--- config.mk ---
export PLATFORM = sky130hd
export DESIGN_NAME = seq_freq_display
export DESIGN_NICKNAME = d
export VERILOG_FILES = /design/src/rtl/seq_freq_display.sv
export SDC_FILE = /design/constraint.sdc
export NUM_CORES = 1
export LEC_CHECK = 0
export CORE_ASPECT_RATIO = 1.2
export CORE_MARGIN = 3
export CORE_UTILIZATION = 53
export CTS_BUF_LIST = sky130_fd_sc_hd__clkbuf_8
export CTS_CLUSTER_DIAMETER = 150
export CTS_CLUSTER_SIZE = 16
export DETAILED_ROUTE_END_ITERATION = 10
export PLACE_DENSITY = 0.9
export SKIP_CTS_REPAIR_TIMING = 1
export SLEW_MARGIN = 25
export SYNTH_ARGS = -nofsm -noshare
export SYNTH_HDL_FRONTEND = slang
export SYNTH_SLANG_ARGS = --single-unit
--- constraint.sdc ---
create_clock -name CLK_50 -period 3.2 [get_ports CLK_50]
set_input_delay 0.48 -clock CLK_50 [delete_from_list [all_inputs] [get_ports CLK_50]]
set_output_delay 0.48 -clock CLK_50 [all_outputs]
set_load 0.02 [all_outputs]
--- src/rtl/seq_freq_display.sv ---
// Binary-to-decimal display driver: seq_num on HEX2..HEX0, freq_num on HEX5..HEX3, via serial double-dabble.
// Latency: W+2 cycles from leaving IDLE to HEX update; pin-to-HEX within W+5 edges (2-flop synchronizer included).
// No backpressure: input changes during a conversion are picked up by a fresh conversion on return to IDLE.
module seq_freq_display #(
    parameter int SEQ_W    = 8,
    parameter int FREQ_W   = 8,
    parameter int BLANK_LZ = 1
) (
    input  logic              CLK_50,
    input  logic              reset,
    input  logic [SEQ_W-1:0]  seq_num,
    input  logic [FREQ_W-1:0] freq_num,
    output logic              busy,
    output logic [6:0]        HEX0,
    output logic [6:0]        HEX1,
    output logic [6:0]        HEX2,
    output logic [6:0]        HEX3,
    output logic [6:0]        HEX4,
    output logic [6:0]        HEX5
);

    // Both operands are shifted in lockstep, so one counter serves the wider of the two.
    localparam int W = (SEQ_W > FREQ_W) ? SEQ_W : FREQ_W;

    typedef enum logic [1:0] {IDLE, LOAD, SHIFT, UPDATE} state_t;

    state_t state, state_nxt;

    logic [SEQ_W-1:0]  seq_meta, s_seq, last_seq;
    logic [FREQ_W-1:0] freq_meta, s_freq, last_freq;
    logic [W-1:0]      sr_seq, sr_freq;
    logic [11:0]       bcd_seq, bcd_freq;
    logic [3:0]        cnt;
    logic              valid;
    logic              changed;

    // Active-low segment pattern, bit6=g .. bit0=a; anything outside 0..9 shows blank.
    function automatic logic [6:0] seg7(input logic [3:0] d);
        logic [6:0] s;
        case (d)
            4'd0:    s = 7'h40;
            4'd1:    s = 7'h79;
            4'd2:    s = 7'h24;
            4'd3:    s = 7'h30;
            4'd4:    s = 7'h19;
            4'd5:    s = 7'h12;
            4'd6:    s = 7'h02;
            4'd7:    s = 7'h78;
            4'd8:    s = 7'h00;
            4'd9:    s = 7'h10;
            default: s = 7'h7F;
        endcase
        return s;
    endfunction

    // One double-dabble step: add 3 to each nibble >= 5, then shift left taking in the next binary bit.
    function automatic logic [11:0] dd_step(input logic [11:0] b, input logic in_bit);
        logic [11:0] adj;
        for (int i = 0; i < 3; i++) begin
            adj[i*4 +: 4] = (b[i*4 +: 4] >= 4'd5) ? b[i*4 +: 4] + 4'd3 : b[i*4 +: 4];
        end
        return 12'(adj << 1) | {11'b0, in_bit};
    endfunction

    // Three-digit segment word {hundreds, tens, units}; units always shown.
    function automatic logic [20:0] disp(input logic [11:0] b);
        logic [6:0] hs, ts;
        hs = ((BLANK_LZ != 0) && (b[11:8] == 4'd0)) ? 7'h7F : seg7(b[11:8]);
        ts = ((BLANK_LZ != 0) && (b[11:8] == 4'd0) && (b[7:4] == 4'd0)) ? 7'h7F : seg7(b[7:4]);
        return {hs, ts, seg7(b[3:0])};
    endfunction

    // Two-flop synchronizer from the slow_clk domain; left unreset so the current inputs are
    // already settled when reset releases and the first conversion snapshots them.
    always_ff @(posedge CLK_50) begin
        seq_meta  <= seq_num;
        s_seq     <= seq_meta;
        freq_meta <= freq_num;
        s_freq    <= freq_meta;
    end

    assign changed = ({s_seq, s_freq} != {last_seq, last_freq});

    // State register.
    always_ff @(posedge CLK_50 or posedge reset) begin
        if (reset) state <= IDLE;
        else       state <= state_nxt;
    end

    // Next-state and busy decode; busy covers LOAD plus the W shift cycles.
    always_comb begin
        state_nxt = state;
        busy      = 1'b0;
        case (state)
            IDLE:    if (!valid || changed) state_nxt = LOAD;
            LOAD: begin
                busy      = 1'b1;
                state_nxt = SHIFT;
            end
            SHIFT: begin
                busy = 1'b1;
                if (cnt == 4'd1) state_nxt = UPDATE;
            end
            UPDATE:  state_nxt = IDLE;
            default: state_nxt = IDLE;
        endcase
    end

    // Conversion datapath and display registers; HEX only moves in UPDATE so partial BCD never shows.
    always_ff @(posedge CLK_50 or posedge reset) begin
        if (reset) begin
            sr_seq    <= '0;
            sr_freq   <= '0;
            bcd_seq   <= '0;
            bcd_freq  <= '0;
            last_seq  <= '0;
            last_freq <= '0;
            cnt       <= '0;
            valid     <= 1'b0;
            HEX0      <= 7'h7F;
            HEX1      <= 7'h7F;
            HEX2      <= 7'h7F;
            HEX3      <= 7'h7F;
            HEX4      <= 7'h7F;
            HEX5      <= 7'h7F;
        end else begin
            case (state)
                LOAD: begin
                    sr_seq    <= W'(s_seq);
                    sr_freq   <= W'(s_freq);
                    last_seq  <= s_seq;
                    last_freq <= s_freq;
                    bcd_seq   <= '0;
                    bcd_freq  <= '0;
                    cnt       <= 4'(W);
                end
                SHIFT: begin
                    bcd_seq  <= dd_step(bcd_seq, sr_seq[W-1]);
                    bcd_freq <= dd_step(bcd_freq, sr_freq[W-1]);
                    sr_seq   <= sr_seq << 1;
                    sr_freq  <= sr_freq << 1;
                    cnt      <= cnt - 4'd1;
                end
                UPDATE: begin
                    {HEX2, HEX1, HEX0} <= disp(bcd_seq);
                    {HEX5, HEX4, HEX3} <= disp(bcd_freq);
                    valid              <= 1'b1;
                end
                default: ;
            endcase
        end
    end

endmodule
==> flow_summary.yaml, run 1 <==
final_layout:
  multi_input_area_um2: 2700
  regArea_um2: 3320
  areaGrowthSynthToFinish_pct: 19.1
  layout_commonest_cell: "nor2_1"
  fill_cells: 850
  n_antenna_cell: 0
  final_cell_mix: "67 x nor2_1, 63 x dfrtp_1, 62 x a21oi_1"
  drive_gt1_share_pct: 17.1
  fin_nets: 713
sta:
  finalSetupTns_ns: 0
  worstMarginPinSlew_ns: 0.775
  fin_skew_ns: 0.0154
  fmax_mhz: 415
  slew_headroom_pct: 48.3
  hold_viol: 0
  grt_setup_unrepaired: "false"
  fin_hold_ws_ns: 0.329
  layout_worst_path_cycle_share_pct: 75.2
  period_needed_ns: 2.41
  slew_viol_final: 0
  setup_violations: 0
setup_path:
  path_max_fanout: 4
  r2r-start: "state[1]$_DFFE_PP0P_"
  critical_path.top_delay_family: "buffers and inverters"
  worstPathCellList: "inv_1 > ha_2 > clkdlybuf4s50_1"
  path_buf_inv: 2
  crit_required_ns: 2.72
  cp-start-kind: "flip-flop"
  ff2ff_setup_slack_ns: 1.10
  r2r-end: "bcd_freq[7]$_DFFE_PP0P_"
  worstRegToRegCells: 7
  crit_path_max_incr_delay_ns: 0.61
  cp_slowest_cell: "clkdlybuf4s50_1"
  end_kind: "output pin"
  crit_arrival_ns: 1.93
  critPathKind: "reg -> out"
synth:
  yosysUniqueCellTypes: 49
  ys_top_cells_by_area: "dfrtp_1 25%, dfstp_2 18%, dfxtp_1 10%"
  synth.net_count: 661
  synth_edf_count: 0
  synth_warnings: 0
  synth_top_cell_by_area: "dfrtp_1"
  synthesis.area_um2: 6300
  yosysTopAreaCellShare_pct: 25.0
  ys_seq_elements: 137
  synth_cells: 606
  ys_dominant_reg_cell: "dfrtp_1"
  seq_area_frac_synth_pct: 52.7
  avgSynthCellArea_um2: 10.4
  async_flop_share_pct: 76.6
floorplanning:
  core_area_um2: 11600
  placementRows: 43
  dieHeight_um: 125
  dieArea_um2: 13200
  die_w_um: 106
  start_util_pct: 54.5
  ioPinCount: 61
drt:
  route.detailed.drc: 0
  drtAntennaViolNets: 0
  drtPass1Iterations: 6
  route.vias.total: 4656
  finalWirelength_mm: 12.7
  viasPerCell: 5.62
  wl_per_cell_um: 15.4
  drt_iter0_markers: 240
grt:
  grt_pass1_vias: 4684
  grt_remaining_overflow: 0
  grt_pass1_wl_mm: 21.3
  grt_antenna_before_repair: 0
  grt_usage_pct: 19.9
  grt_max_degree: 71
clock_network:
  cts_buffers: 17
  cts_tree: "yes"
  clkSinkCount: 137
  clk_latency_ns: 0.44
  cts_buffer_depth: 2
  clk_pin_slew_ns: 0.07
  htree_levels: 4
  cts_root_buffer: "clkbuf_8"
worst_hold_path:
  hp-start: "seq_meta[1]$_DFF_P_"
  min_to: "s_seq[1]$_DFF_P_"
  hold_class: "reg -> reg"
  hold_depth: 0
pwr:
  cellPowerDensity_nw_per_um2: 952
  p_leak_nw: 3.13
  power_mw: 7.15
  vdd_drop_max_mv: 0.723
placed_design:
  gp_congestion: 0.926
  place_hpwl_mm: 8.55
  port_buffers: 60
job:
  max_cap_viol_count: 0
outcome:
  status: "finished, final reports clean"
## area by class of cell
| type | count | area share (%) |
|---|---|---|
| clock buffers | 20 | 3.67 |
| clock inverters | 12 | 2.60 |
| inverters | 45 | 2.28 |
| multi-input cells | 392 | 35.9 |
| flip-flops and latches | 137 | 44.2 |
| well taps | 157 | 2.62 |
| repair buffers | 65 | 8.67 |
## report_power, final
| group | internal (mW) | switching, mW |
|---|---|---|
| logic | 1.18 | 1.65 |
| clock network | 0.989 | 0.655 |
| registers | 2.30 | 0.376 |
| total | 4.47 | 2.68 |
## per-layer routing
layer  vias to the layer above  part of all wire, %  global-route usage, %
met5                         -                    0                      0
met4                         0                  2.2                   9.60
met3                        33                  5.8                   5.58
met2                       178                   51                   34.8
met1                      2228                   41                   22.1
li1                       2217                    -                      -
## registers in the layout, indices dropped and copies added, names as in the netlist, 2 cells and up
register / cells
freq_meta: 8
cnt: 4
HEX3: 7
HEX4: 7
s_seq: 8
sr_freq: 8
bcd_freq: 12
state: 2
HEX5: 7
bcd_seq: 12
last_seq: 8
HEX0: 7
last_freq: 8
seq_meta: 8
HEX1: 7
sr_seq: 8
s_freq: 8
HEX2: 7
## stage by stage
stage	setup slack (ns)	cells	area (um^2)	utilization, %
after floorplan	0.0290	606	6300	-
after global placement	1.31	796	7030	60.8
after detailed placement	1.17	796	7030	60.8
after CTS	0.770	828	7500	64.9
after global routing	0.712	828	7500	64.9
final	0.792	828	7500	64.9
## how the worst max path moves through the flow
| stage | from | to | slack, ns | depth (start not counted) |
|---|---|---|---|---|
| after global placement | state[1]$_DFFE_PP0P_ | busy | 1.31 | 3 |
| after CTS | state[0]$_DFFE_PP0P_ | busy | 0.77 | 3 |
| after detailed placement | state[0]$_DFFE_PP0P_ | bcd_freq[7]$_DFFE_PP0P_ | 1.17 | 7 |
| after floorplan | reset | bcd_freq[0]$_DFFE_PP0P_ | 0.03 | 1 |
| after global routing | state[1]$_DFFE_PP0P_ | busy | 0.71 | 3 |
| final | state[1]$_DFFE_PP0P_ | busy | 0.79 | 3 |
## synth_stat cells (2+ instances only)
cell type	count
a211oi_1	6
nor4_1	3
nand4_1	3
nand3_1	7
o211ai_1	3
buf_1	6
mux2i_1	20
dfxtp_1	32
or3_1	2
o311ai_2	2
o2bb2ai_1	2
ha_1	37
o221ai_1	2
xor2_1	12
nand2_1	18
dfstp_2	42
mux2_2	22
o311ai_0	2
dfrtp_1	63
o21bai_1	2
o22ai_1	20
and2_1	2
clkbuf_1	25
nor3_1	10
inv_1	37
nor2_1	67
xnor2_1	11
a32oi_1	2
a21o_1	2
a221o_1	2
a21oi_1	62
inv_2	7
o21ai_1	9
nor2b_1	2
o22a_1	12
o21ai_0	23
a31oi_1	8
nand2b_1	8
## worst reg2reg max path: stages (launching register included)
cell and delay, ns:
dfrtp_1 0.40, inv_1 0.10, ha_2 0.37, buf_4 0.54
a21oi_1 0.20, a21oi_1 0.21, o211ai_1 0.11, o21ai_0 0.08
## logic make-up after synthesis
logic type | count (synthesis) | synth area share, %
AO/OA/AOI/OAI | 163 | 16.0
flip-flops | 137 | 52.7
AND/OR/NAND/NOR | 126 | 8.88
buffers and inverters | 77 | 4.61
multiplexers | 43 | 7.29
adder cells (fa/ha/maj) | 37 | 7.35
XOR/XNOR | 23 | 3.20
(Power assumes the default switching activity.)
==> run 2, diff against run 1 <==
- clock period: 3.2 -> 2 ns (I/O delays scaled with it)
==> run 2 against run 1 <==
  * Hold slack got worse by 0.037 ns
  * Via count shrank 0.73%
  * Total power is 60% higher
  * Largest cell class unchanged
  * Non-clock buffer count is 5 higher
  * Combinational power grew 66%
==> flow_summary.yaml, run 2 (synthesis gave the netlist of run 1 again) <==
pwr:
  cellPowerDensity_nw_per_um2: 1510
  p_leak_nw: 3.15
  vdd_drop_max_mv: 0.919
outcome:
  status: "finished, final reports clean"
sta:
  fmax_mhz: 522
  hold_viol: 0
  slew_headroom_pct: 64.0
  fin_skew_ns: 0.0115
  setup_violations: 0
  slew_viol_final: 0
  worstMarginPinSlew_ns: 0.540
  fin_hold_ws_ns: 0.292
  layout_worst_path_cycle_share_pct: 95.8
  period_needed_ns: 1.92
  finalSetupTns_ns: 0
  grt_setup_unrepaired: "false"
drt:
  wl_per_cell_um: 15.3
  route.vias.total: 4622
  finalWirelength_mm: 12.7
  viasPerCell: 5.55
  drtPass1Iterations: 6
  drtAntennaViolNets: 0
  drt_iter0_markers: 252
  route.detailed.drc: 0
setup_path:
  cp-start-kind: "flip-flop"
  worstPathCellList: "clkdlybuf4s50_1"
  crit_path_max_incr_delay_ns: 0.61
  critPathKind: "reg -> out"
  crit_required_ns: 1.70
  critical_path.top_delay_family: "buffers and inverters"
  end_kind: "output pin"
  path_max_fanout: 2
  crit_arrival_ns: 1.62
  path_buf_inv: 1
  cp_slowest_cell: "clkdlybuf4s50_1"
clock_network:
  cts_tree: "yes"
  clk_pin_slew_ns: 0.08
  clkSinkCount: 137
  clk_latency_ns: 0.45
  cts_buffer_depth: 2
  cts_buffers: 17
  htree_levels: 4
  cts_root_buffer: "clkbuf_8"
grt:
  grt_antenna_before_repair: 0
  grt_usage_pct: 20.0
  grt_pass1_vias: 4623
  grt_remaining_overflow: 0
  grt_pass1_wl_mm: 21.6
  grt_max_degree: 73
final_layout:
  drive_gt1_share_pct: 17.9
  n_antenna_cell: 0
  finalNonFillerCells: 833
  fin_nets: 718
  reg_top3: "bcd_freq x12, bcd_seq x12"
  fin_util_pct: 65.5
  final_cell_mix: "67 x nor2_1, 63 x dfrtp_1, 62 x a21oi_1"
  layout_commonest_cell: "nor2_1"
  areaGrowthSynthToFinish_pct: 20.2
worst_hold_path:
  hold_class: "in -> reg"
floorplanning:
  ioPinCount: 61
  core_area_um2: 11600
  dieArea_um2: 13200
  dieHeight_um: 125
  placementRows: 43
  start_util_pct: 54.5
  die_w_um: 106
job:
  max_cap_viol_count: 0
placed_design:
  dpl.cell_count: 801
  port_buffers: 60
  place_hpwl_mm: 8.61
  gp_congestion: 0.908
-- run 2: changes by cell type in the layout (fill, tap and decap cells not counted), sizes merged, moves of 2 or more --
| cell | change |
|---|---|
| buf | +5 |
| clkbuf | -3 |
| clkinvlp | +2 |
| clkinv | +3 |
-- run 2: power by group --
part / internal (mW) / switching (mW) / total (mW)
logic: 2.05 / 2.66 / 4.71
clock network: 1.36 / 1.08 / 2.45
registers: 3.68 / 0.616 / 4.29
-- run 2: worst reg2reg max path: stages (launching register included) --
cell,delay [ns]
dfrtp_1,0.44
inv_1,0.16
ha_1,0.34
ha_1,0.31
o21bai_1,0.17
a32oi_1,0.20
o22ai_1,0.13
-- run 2: path summary, 6_finish.rpt --
kind	startpoint	to	depth (start not counted)	slack [ns]
worst min register to register	seq_meta[4]$_DFF_P_	s_seq[4]$_DFF_P_	0	0.32
max in group asynchronous	reset	HEX1[5]$_DFFE_PP1N_	3	1.34
min in group asynchronous	reset	sr_freq[2]$_DFFE_PP0P_	3	0.31
worst max register to register	bcd_seq[9]$_DFFE_PP0P_	bcd_seq[11]$_DFFE_PP0P_	6	0.12
worst max-delay path	HEX4[5]$_DFFE_PP1N_	HEX4[5]	1	0.08
worst min-delay path	seq_num[7]	seq_meta[7]$_DFF_P_	1	0.29
-- run 2: cell type report --
type	count	area, um^2
Sequential cell	137	3320
Clock buffer	17	234
Clock inverter	15	201
Multi-Input combinational cell	392	2720
Timing Repair Buffer	70	728
Tap cell	157	196
Fill cell	888	4000
Inverter	45	173
-- run 2: stage by stage --
step / cell area, um^2 / power (mW) / worst slack, ns
3_5_place_dp: 7110 / 8.96 / 0.167
6_report: 7570 / 11.4 / 0.0847
2_1_floorplan: 6300 / 7.45 / 0.125
3_3_place_gp: 7110 / 8.68 / 0.268
4_1_cts: 7550 / 11.5 / -0.290
5_1_grt: 7570 / 12.2 / 0.00273
-- run 2: layer usage --
layer	vias to the layer above	global-route usage, %	part of all wire (%)
li1	2226	-	-
met5	-	0	0
met2	142	34.5	52
met1	2224	23.9	41
met3	30	5.32	4.7
met4	0	8.00	1.9
